--- src/rtl/sr_ctrl_pkg.sv ---
// Shared types and default timing constants for the SR latch driver.
package sr_ctrl_pkg;

  typedef enum logic [1:0] {
    IDLE      = 2'd0,
    PULSE_SET = 2'd1,
    PULSE_RST = 2'd2,
    GAP       = 2'd3
  } sr_drv_state_t;

  localparam int unsigned SyncStagesDflt     = 2;
  localparam int unsigned DebounceCyclesDflt = 16;
  localparam int unsigned PulseCyclesDflt    = 4;
  localparam int unsigned GapCyclesDflt      = 2;

  function automatic int unsigned max_u(input int unsigned a, input int unsigned b);
    return (a > b) ? a : b;
  endfunction

endpackage

--- src/rtl/sr_debounce.sv ---
// Synchroniser chain plus stable-level debouncer; emits a one-cycle pulse on each accepted rise.
module sr_debounce #(
  parameter int unsigned SYNC_STAGES     = 2,
  parameter int unsigned DEBOUNCE_CYCLES = 16
) (
  input  logic clk,
  input  logic rst_n,
  input  logic btn_i,
  output logic rise_o
);

  localparam int unsigned CntW = $clog2(DEBOUNCE_CYCLES + 1);

  logic [SYNC_STAGES-1:0] sync_q;
  logic                   synced;
  logic [CntW-1:0]        cnt_q, cnt_d;
  logic                   level_q, level_d;
  logic                   rise_q, rise_d;

  assign synced = sync_q[SYNC_STAGES-1];
  assign rise_o = rise_q;

  // Flip on the cycle the counter would reach DEBOUNCE_CYCLES, so it never holds that value.
  always_comb begin
    cnt_d   = '0;
    level_d = level_q;
    rise_d  = 1'b0;
    if (synced != level_q) begin
      if (cnt_q == CntW'(DEBOUNCE_CYCLES - 1)) begin
        level_d = synced;
        rise_d  = synced;
      end else begin
        cnt_d = cnt_q + CntW'(1);
      end
    end
  end

  always_ff @(posedge clk or negedge rst_n) begin
    if (!rst_n) begin
      sync_q  <= '0;
      cnt_q   <= '0;
      level_q <= 1'b0;
      rise_q  <= 1'b0;
    end else begin
      sync_q  <= {sync_q[SYNC_STAGES-2:0], btn_i};
      cnt_q   <= cnt_d;
      level_q <= level_d;
      rise_q  <= rise_d;
    end
  end

endmodule

--- src/rtl/sr_latch_driver.sv ---
// Turns debounced set/reset button presses into fixed-width, mutually exclusive
// active-low pulses for an SR latch.
module sr_latch_driver
  import sr_ctrl_pkg::*;
#(
  parameter int unsigned SYNC_STAGES     = SyncStagesDflt,
  parameter int unsigned DEBOUNCE_CYCLES = DebounceCyclesDflt,
  parameter int unsigned PULSE_CYCLES    = PulseCyclesDflt,
  parameter int unsigned GAP_CYCLES      = GapCyclesDflt
) (
  input  logic clk,
  input  logic rst_n,
  input  logic set_btn_i,
  input  logic reset_btn_i,
  output logic set_n_o,
  output logic reset_n_o,
  output logic busy_o,
  output logic conflict_o
);

  localparam int unsigned TimerW = $clog2(max_u(PULSE_CYCLES, GAP_CYCLES) + 1);

  logic set_rise, rst_rise;

  sr_debounce #(
    .SYNC_STAGES    (SYNC_STAGES),
    .DEBOUNCE_CYCLES(DEBOUNCE_CYCLES)
  ) u_set_db (
    .clk   (clk),
    .rst_n (rst_n),
    .btn_i (set_btn_i),
    .rise_o(set_rise)
  );

  sr_debounce #(
    .SYNC_STAGES    (SYNC_STAGES),
    .DEBOUNCE_CYCLES(DEBOUNCE_CYCLES)
  ) u_rst_db (
    .clk   (clk),
    .rst_n (rst_n),
    .btn_i (reset_btn_i),
    .rise_o(rst_rise)
  );

  sr_drv_state_t     state_q, state_d;
  logic [TimerW-1:0] cnt_q, cnt_d;
  logic              set_pend_q, set_pend_d;
  logic              rst_pend_q, rst_pend_d;
  logic              conflict_q, conflict_d;
  logic              set_n_q, reset_n_q, busy_q;

  // A rise arriving in the same cycle a request is consumed stays pending.
  always_comb begin
    state_d    = state_q;
    cnt_d      = cnt_q;
    set_pend_d = set_pend_q | set_rise;
    rst_pend_d = rst_pend_q | rst_rise;
    conflict_d = 1'b0;
    unique case (state_q)
      IDLE: begin
        cnt_d = '0;
        if (rst_pend_q) begin
          state_d    = PULSE_RST;
          rst_pend_d = rst_rise;
          if (set_pend_q) begin
            set_pend_d = set_rise;
            conflict_d = 1'b1;
          end
        end else if (set_pend_q) begin
          state_d    = PULSE_SET;
          set_pend_d = set_rise;
        end
      end
      PULSE_SET, PULSE_RST: begin
        if (cnt_q == TimerW'(PULSE_CYCLES - 1)) begin
          state_d = GAP;
          cnt_d   = '0;
        end else begin
          cnt_d = cnt_q + TimerW'(1);
        end
      end
      GAP: begin
        if (cnt_q == TimerW'(GAP_CYCLES - 1)) begin
          state_d = IDLE;
          cnt_d   = '0;
        end else begin
          cnt_d = cnt_q + TimerW'(1);
        end
      end
      default: begin
        state_d = IDLE;
        cnt_d   = '0;
      end
    endcase
  end

  always_ff @(posedge clk or negedge rst_n) begin
    if (!rst_n) begin
      state_q    <= IDLE;
      cnt_q      <= '0;
      set_pend_q <= 1'b0;
      rst_pend_q <= 1'b0;
      conflict_q <= 1'b0;
      set_n_q    <= 1'b1;
      reset_n_q  <= 1'b1;
      busy_q     <= 1'b0;
    end else begin
      state_q    <= state_d;
      cnt_q      <= cnt_d;
      set_pend_q <= set_pend_d;
      rst_pend_q <= rst_pend_d;
      conflict_q <= conflict_d;
      set_n_q    <= (state_q != PULSE_SET);
      reset_n_q  <= (state_q != PULSE_RST);
      busy_q     <= (state_q != IDLE);
    end
  end

  assign set_n_o    = set_n_q;
  assign reset_n_o  = reset_n_q;
  assign busy_o     = busy_q;
  assign conflict_o = conflict_q;

endmodule

--- config.mk ---
export PLATFORM = sky130hd
export DESIGN_NAME = sr_latch_driver
export DESIGN_NICKNAME = d
export VERILOG_FILES = /design/src/rtl/sr_ctrl_pkg.sv /design/src/rtl/sr_debounce.sv /design/src/rtl/sr_latch_driver.sv
export SDC_FILE = /design/constraint.sdc
export NUM_CORES = 1
export LEC_CHECK = 0
export CORE_MARGIN = 10
export CORE_UTILIZATION = 45
export DETAILED_ROUTE_END_ITERATION = 10
export HOLD_SLACK_MARGIN = 0.02
export PLACE_DENSITY = 0.68
export REMOVE_ABC_BUFFERS = 1
export SYNTH_ARGS = -nofsm -noshare
export SYNTH_HDL_FRONTEND = slang
export SYNTH_SLANG_ARGS = --single-unit
--- constraint.sdc ---
create_clock -name clk -period 2 [get_ports clk]
set_input_delay 0.6 -clock clk [delete_from_list [all_inputs] [get_ports clk]]
set_output_delay 0.6 -clock clk [all_outputs]
set_load 0.01 [all_outputs]
==> metrics.yaml <==
pwr:
  p_leak_nw: 0.709
  ir_worst_vdd_mv: 0.582
  pwr_density_cell_nw_per_um2: 986
worst_setup_path:
  slowest_stage: "clkdlybuf4s50_1"
  arrival_ps: 1190
  worstReg2RegStart: "state_q[1]"
  crit_chain: "clkdlybuf4s50_1"
  startpoint_type: "register"
  worstPathMaxFanout: 1
  regToRegSetupSlack_ps: 290
  r2r_cells: 5
  cp-startpoint: "busy_o"
  critPathCaptureType: "output pin"
  r2r_end: "state_q[1]"
  cp_num_cells: 1
  crit_type: "register to output pin"
  crit_buf_inv: 1
  critPathTopFamily: "buffers and inverters"
  critical_path.endpoint: "busy_o"
  max_stage_delay_ps: 530
  required_ps: 1400
synth:
  synth_top_family_by_area: "simple AND/OR/NAND/NOR gates"
  synth-xor-area-share_pct: 4.37
  netlist_area_um2: 1200
  synthMuxAreaShare_pct: 1.87
  ys_ff_latch: 29
  synth_compound_area_share_pct: 6.96
  yosys.area_share.simple_pct: 12.1
  ys_warn_count: 0
  avgSynthCellArea_um2: 12.3
  ys_types: 24
  yosysSeqAreaShare_pct: 60.5
  synthAdderAreaFrac_pct: 10.4
  synthCells: 98
die:
  die_w_um: 71.7
  ioPinCount: 8
  placeableCoreArea_um2: 2520
  die_h_um: 71.7
  fp.dieArea_um2: 5140
  initial_core_util_pct: 47.7
  rows: 18
cts:
  clk_latency_ps: 320
  postCtsSetupRepairBufs: 0
  clockRootBuffer: "clkbuf_4"
  cts_num_sinks: 29
  cts_buffer_depth: 2
  htree_num_levels: 2
  cts_tree: "yes"
  cts_buffers: 5
  cts.clk_slew.worst_paths_ps: 90
timing:
  fmax_mhz: 559
  final.setup.tns_ps: 0
  period_share_pct: 89.4
  worst_pin_slew_ps: 348
  setup_viol: 0
  period_needed_ps: 1790
  clock_skew_ps: 5.39
  slew_headroom_pct: 76.8
  rsz0062_at_grt: "no"
  fin_hold_ws_ps: 356
  hold_violations: 0
  slew_violations: 0
grt:
  grt_max_degree: 30
  grt_use_total_pct: 8.21
  grt_pass1_wl_mm: 3.29
  grt_antenna_before_repair: 0
  grt_overflow: 0
  grt_pass1_vias: 748
cells_and_area:
  finalNonFillerCells: 143
  fin_area_um2: 1390
  drive_gt1_share_pct: 12.4
  syn_to_final_growth_pct: 15.4
  antennaDiodeCount: 0
  final_cell_mix: "dfrtp_1, inv_1, ha_1"
  final_common_cell: "dfrtp_1"
  nNetsFinal: 126
placed_design:
  detailed_place_hpwl_mm: 1.29
  place_congestion: 0.666
  place_area_um2: 1310
  dp_cells: 135
  numPortBuffers: 7
drt:
  vias: 702
  wirelength_mm: 1.80
  routedWlPerCell_um: 12.6
  drt_first_iter_violations: 21
  routed_via_density: 4.91
  drt-pass1-iter-count: 4
  ant_nets: 0
  drc_errors: 0
min_path:
  min-delay-start: "u_set_db.sync_q[0]"
  hold_path.class: "register to register"
job:
  cap_viol_max_count: 0
status:
  status: "completed"
## kinds of logic (layout without fill, tap and decap cells)
| group | after synthesis | count (layout) |
|---|---|---|
| AND/OR/NAND/NOR | 27 | 27 |
| adder cells (fa/ha/maj) | 10 | 10 |
| XOR/XNOR | 6 | 6 |
| multiplexers | 2 | 2 |
| flip-flops | 29 | 29 |
| AO/OA/AOI/OAI | 12 | 12 |
| buffers and inverters | 12 | 27 |
## layout make-up
| cell class | instances | area [µm²] |
|---|---|---|
| inverters | 11 | 41.3 |
| fillers | 239 | 1130 |
| clock buffers | 7 | 65.1 |
| clock inverters | 1 | 5.00 |
| multi-input cells | 57 | 429 |
| flip-flops and latches | 29 | 728 |
| well taps | 30 | 37.5 |
| repair buffers | 8 | 82.6 |
## stage by stage
stage                     worst slack (ps)  power (mW)  util, %
after global routing                   166        1.47     55.1
after detailed placement               316       0.986     52.1
after floorplan                        438       0.879        -
after global placement                 379       0.971     52.1
final                                  211        1.37     55.1
after CTS                             4.61        1.39     54.9
## where the power goes
group	switching [mW]	internal [mW]	leakage (nW)
registers	0.0332	0.652	0.379
clock network	0.198	0.203	0.0413
logic	0.160	0.123	0.289
total	0.391	0.979	0.709
## sequential cells by signal, summed over array words and instances (netlist names)
register and count:
busy_o 1, u_rst_db.rise_o 1, u_rst_db.sync_q 2, state_q 2
u_set_db.sync_q 2, reset_n_o 1, u_set_db.level_q 1, u_rst_db.cnt_q 5
rst_pend_q 1, u_set_db.rise_o 1, set_n_o 1, cnt_q 3
conflict_o 1, u_set_db.cnt_q 5, u_rst_db.level_q 1, set_pend_q 1
## how the worst min path moves through the flow
stage                                    end  slack (ps)  depth (start not counted)
after detailed placement  u_set_db.sync_q[1]         330                          0
after global routing      u_rst_db.sync_q[1]         360                          0
final                     u_set_db.sync_q[1]         360                          0
after CTS                 u_set_db.sync_q[1]         360                          0
after floorplan                       busy_o         300                          0
after global placement    u_rst_db.sync_q[1]         340                          0
## repair_timing
| action | CTS | global route |
|---|---|---|
| endpoints found under the setup margin | 0 | 2 |
| gates resized for setup | 0 | 2 |
| hold buffers | 0 | 0 |
## Yosys cell counts
library cell	instances	area, µm²
a211o_1	1	8.76
a211oi_1	4	30.0
a21o_1	2	15.0
a21oi_1	2	10.0
a221o_1	1	10.0
and2_1	2	12.5
and3_1	2	12.5
buf_2	1	5.00
clkinv_1	1	3.75
dfrtp_1	27	676
dfstp_2	2	52.6
ha_1	10	125
inv_1	10	37.5
mux2_2	2	22.5
nand2_1	3	11.3
nand2b_4	1	13.8
nand3_1	4	20.0
nand3b_1	1	7.51
nor2_1	9	33.8
nor2b_1	1	6.26
nor3_1	2	10.0
nor4b_1	2	17.5
o21ai_0	2	10.0
xor2_1	6	52.6
## layer usage
layer  GRT usage [%]  up-vias  wire length [µm]
li1                -      355                 -
met5               0        -                 0
met4            5.81        0                57
met1            8.25      326               755
met2            13.0       14               863
met3            3.99        7               123
Note: power is estimated with default switching activity, not from simulation.
==> edit, RTL diff (config.mk and constraints unchanged) <==
Change the package constant `GapCyclesDflt` from 2 to 4.
--- a/src/rtl/sr_ctrl_pkg.sv
+++ b/src/rtl/sr_ctrl_pkg.sv
@@ -13,3 +13,3 @@
   localparam int unsigned PulseCyclesDflt    = 4;
-  localparam int unsigned GapCyclesDflt      = 2;
+  localparam int unsigned GapCyclesDflt      = 4;
 
Formal check against the unedited RTL: same outputs for any inputs over 10 cycles, from zero or initial values and one cycle with rst_n low; that may be too few to reach the edited logic, so the function may still have changed.
==> edit against the original RTL <==
  * Clock power down 20%
  * Sequential cell count unchanged
  * Largest power group unchanged
  * Cell count down 5.6%
  * Die area is 2.8% lower
  * Total power is 6.6% higher
  * Routed wire length fell by 12%
  * Count of clock-buffer cells in the layout is 1 higher
  * Final area shrank 4.5%
  * Synthesized area decreased by 3.8%
  * Sequential power up 6.3%
  * Fmax grew 0.78%
  * Worst setup slack improved by 14 ps
==> edit: results (changes against the original RTL) <==
| Metric | Value |
|---|---|
| Clock root buffer master | sky130_fd_sc_hd__clkbuf_4 (unchanged) |
| TritonCTS Buffers | 5 (unchanged) |
| Fraction of registers with async set/reset | 100.0% (unchanged) |
| Bufs on Longest Clock Path | 2 (unchanged) |
| Count of routing violations after the opening detailed-route iteration | 41 (was 21) |
| Synth cell types | 25 (was 24) |
| Worst hold path depth | 0 (unchanged) |
| Ratio of cells with drive above 1 in the final layout | 13.33% (was 12.39%) |
| Most common library cells after synthesis | sky130_fd_sc_hd__dfrtp_1 (27), sky130_fd_sc_hd__nor2_1 (10), sky130_fd_sc_hd__ha_1 (8), sky130_fd_sc_hd__inv_1 (7), sky130_fd_sc_hd__xor2_1 (6) (was sky130_fd_sc_hd__dfrtp_1 (27), sky130_fd_sc_hd__ha_1 (10), sky130_fd_sc_hd__inv_1 (10), sky130_fd_sc_hd__nor2_1 (9), sky130_fd_sc_hd__xor2_1 (6)) |
| Switching pwr | 0.0004419 W (was 0.0003909 W) |
| Detailed Route WL | 1.591 mm (was 1.799 mm) |
| First-pass GRT wire length | 3.029 mm (was 3.291 mm) |
| Antenna violations before repair | 0 (unchanged) |
| Outcome | finished, final reports clean (unchanged) |
| Overall track demand over capacity in global routing | 7.548% (was 8.206%) |
| Setup slack of the most critical reg-to-reg path | 530 ps (was 290 ps) |
| Critical Path Max Stage Delay | 530 ps (about the same) |
| Number of nets in the layout | 116 (was 126) |
| Placer's final routability congestion estimate | 0.7272 (was 0.6656) |
| Top Registers | u_rst_db.cnt_q x5, u_set_db.cnt_q x5, cnt_q x3 (unchanged) |
| Final HPWL DP | 1.103 mm (was 1.289 mm) |
| Sequential cell area fraction in the yosys report | 62.92% (was 60.50%) |
| Count of input and output buffers | 7 (unchanged) |
| Maximum number of pins on one net before global-route repair | 30 (unchanged) |
| Top cell family by delay on the critical path | buffers and inverters (unchanged) |
| Length of the first detailed-routing pass in iterations | 3 (was 4) |
| Routed length per placed instance | 11.79 um (was 12.58 um) |
| Vias in the first global route | 676 (was 748) |
| H-Tree Depth | 2 (unchanged) |
| Layout filler cell count | 216 (was 239) |
| WP data arrival | 1170 ps (was 1190 ps) |
| Peak ir drop on the vdd network | 0.6270 mV (was 0.5825 mV) |
| Antenna diode instance count | 0 (unchanged) |
| Leak | 0.6845 nW (was 0.7094 nW) |
| Area contributors post-synth | sky130_fd_sc_hd__dfrtp_1 (58%), sky130_fd_sc_hd__ha_1 (8.6%), sky130_fd_sc_hd__dfstp_2 (4.5%) (was sky130_fd_sc_hd__dfrtp_1 (56%), sky130_fd_sc_hd__ha_1 (10%), sky130_fd_sc_hd__dfstp_2 (4.4%)) |
| Vias post-DR | 645 (was 702) |
| DP Cell Count | 127 (was 135) |
| Slew margin rel. | 76.98% (was 76.82%) |
| Worst-case clock skew | 3.292 ps (was 5.386 ps) |
| Setup bufs post-CTS | 0 (unchanged) |
| Peak fanout along the critical path | 1 (unchanged) |
| Avg Inst Size Synth | 13.00 sq um (was 12.28 sq um) |
[edit: final cells by class]
type	instances	area, sq um	area share, %
sequential	29	728.2	54.91
timing repair buffer	8	82.58	6.226
tap	30	37.54	2.830
multi-input combinational	53	402.9	30.38
clock buffer	8	48.80	3.679
inverter	7	26.28	1.981
[edit: cell families (layout without fill, tap and decap cells)]
logic type,Yosys count,after routing,synth area share [%]
DFF,29,29,62.92
xor gates and xnor gates,6,6,4.541
buffers and inverters,7,23,2.271
muxes,2,2,1.946
and+or+nand+nor,28,28,14.16
adders and majority gates,8,8,8.649
AOI/OAI and AO/OA,9,9,5.514
[edit: power by group through the flow]
stage	clock network, W	logic (W)	registers [W]
floorplan	0	0.000274	0.000747
global placement	0	0.000408	0.000739
detailed placement	0	0.000420	0.000741
CTS	0.000336	0.000420	0.000729
global route	0.000368	0.000470	0.000739
finish	0.000322	0.000409	0.000729
[edit: final timing paths]
check,startpoint,to
worst max-delay path,conflict_o,conflict_o
worst min-delay path,u_rst_db.sync_q[0],u_rst_db.sync_q[1]
worst max register to register,state_q[0],state_q[0]
worst min register to register,u_rst_db.sync_q[0],u_rst_db.sync_q[1]
max in group asynchronous,rst_n,set_n_o
min in group asynchronous,rst_n,cnt_q[2]
[edit: stage by stage]
step,hold slack [ps],total power [W],cell area [sq um],setup slack (ps)
global route,374.8,0.001577,1326,138.8
finish,358.2,0.001460,1326,225.2
CTS,361.0,0.001485,1321,19.34
global placement,334.1,0.001147,1272,377.9
detailed placement,342.0,0.001162,1272,375.7
floorplan,304.4,0.001021,1157,657.1
[edit: routing by layer]
metal	vias to the layer above	track usage [%]	wire length, um
li1	327	-	-
met1	300	9.188	825
met2	14	9.990	655
met3	4	3.487	92
met4	0	5.806	18
met5	-	0	0
[edit: timing repair]
item,in CTS,in global routing
gates resized for setup,0,2
hold endpoints to repair,0,0
endpoints found under the setup margin,0,2
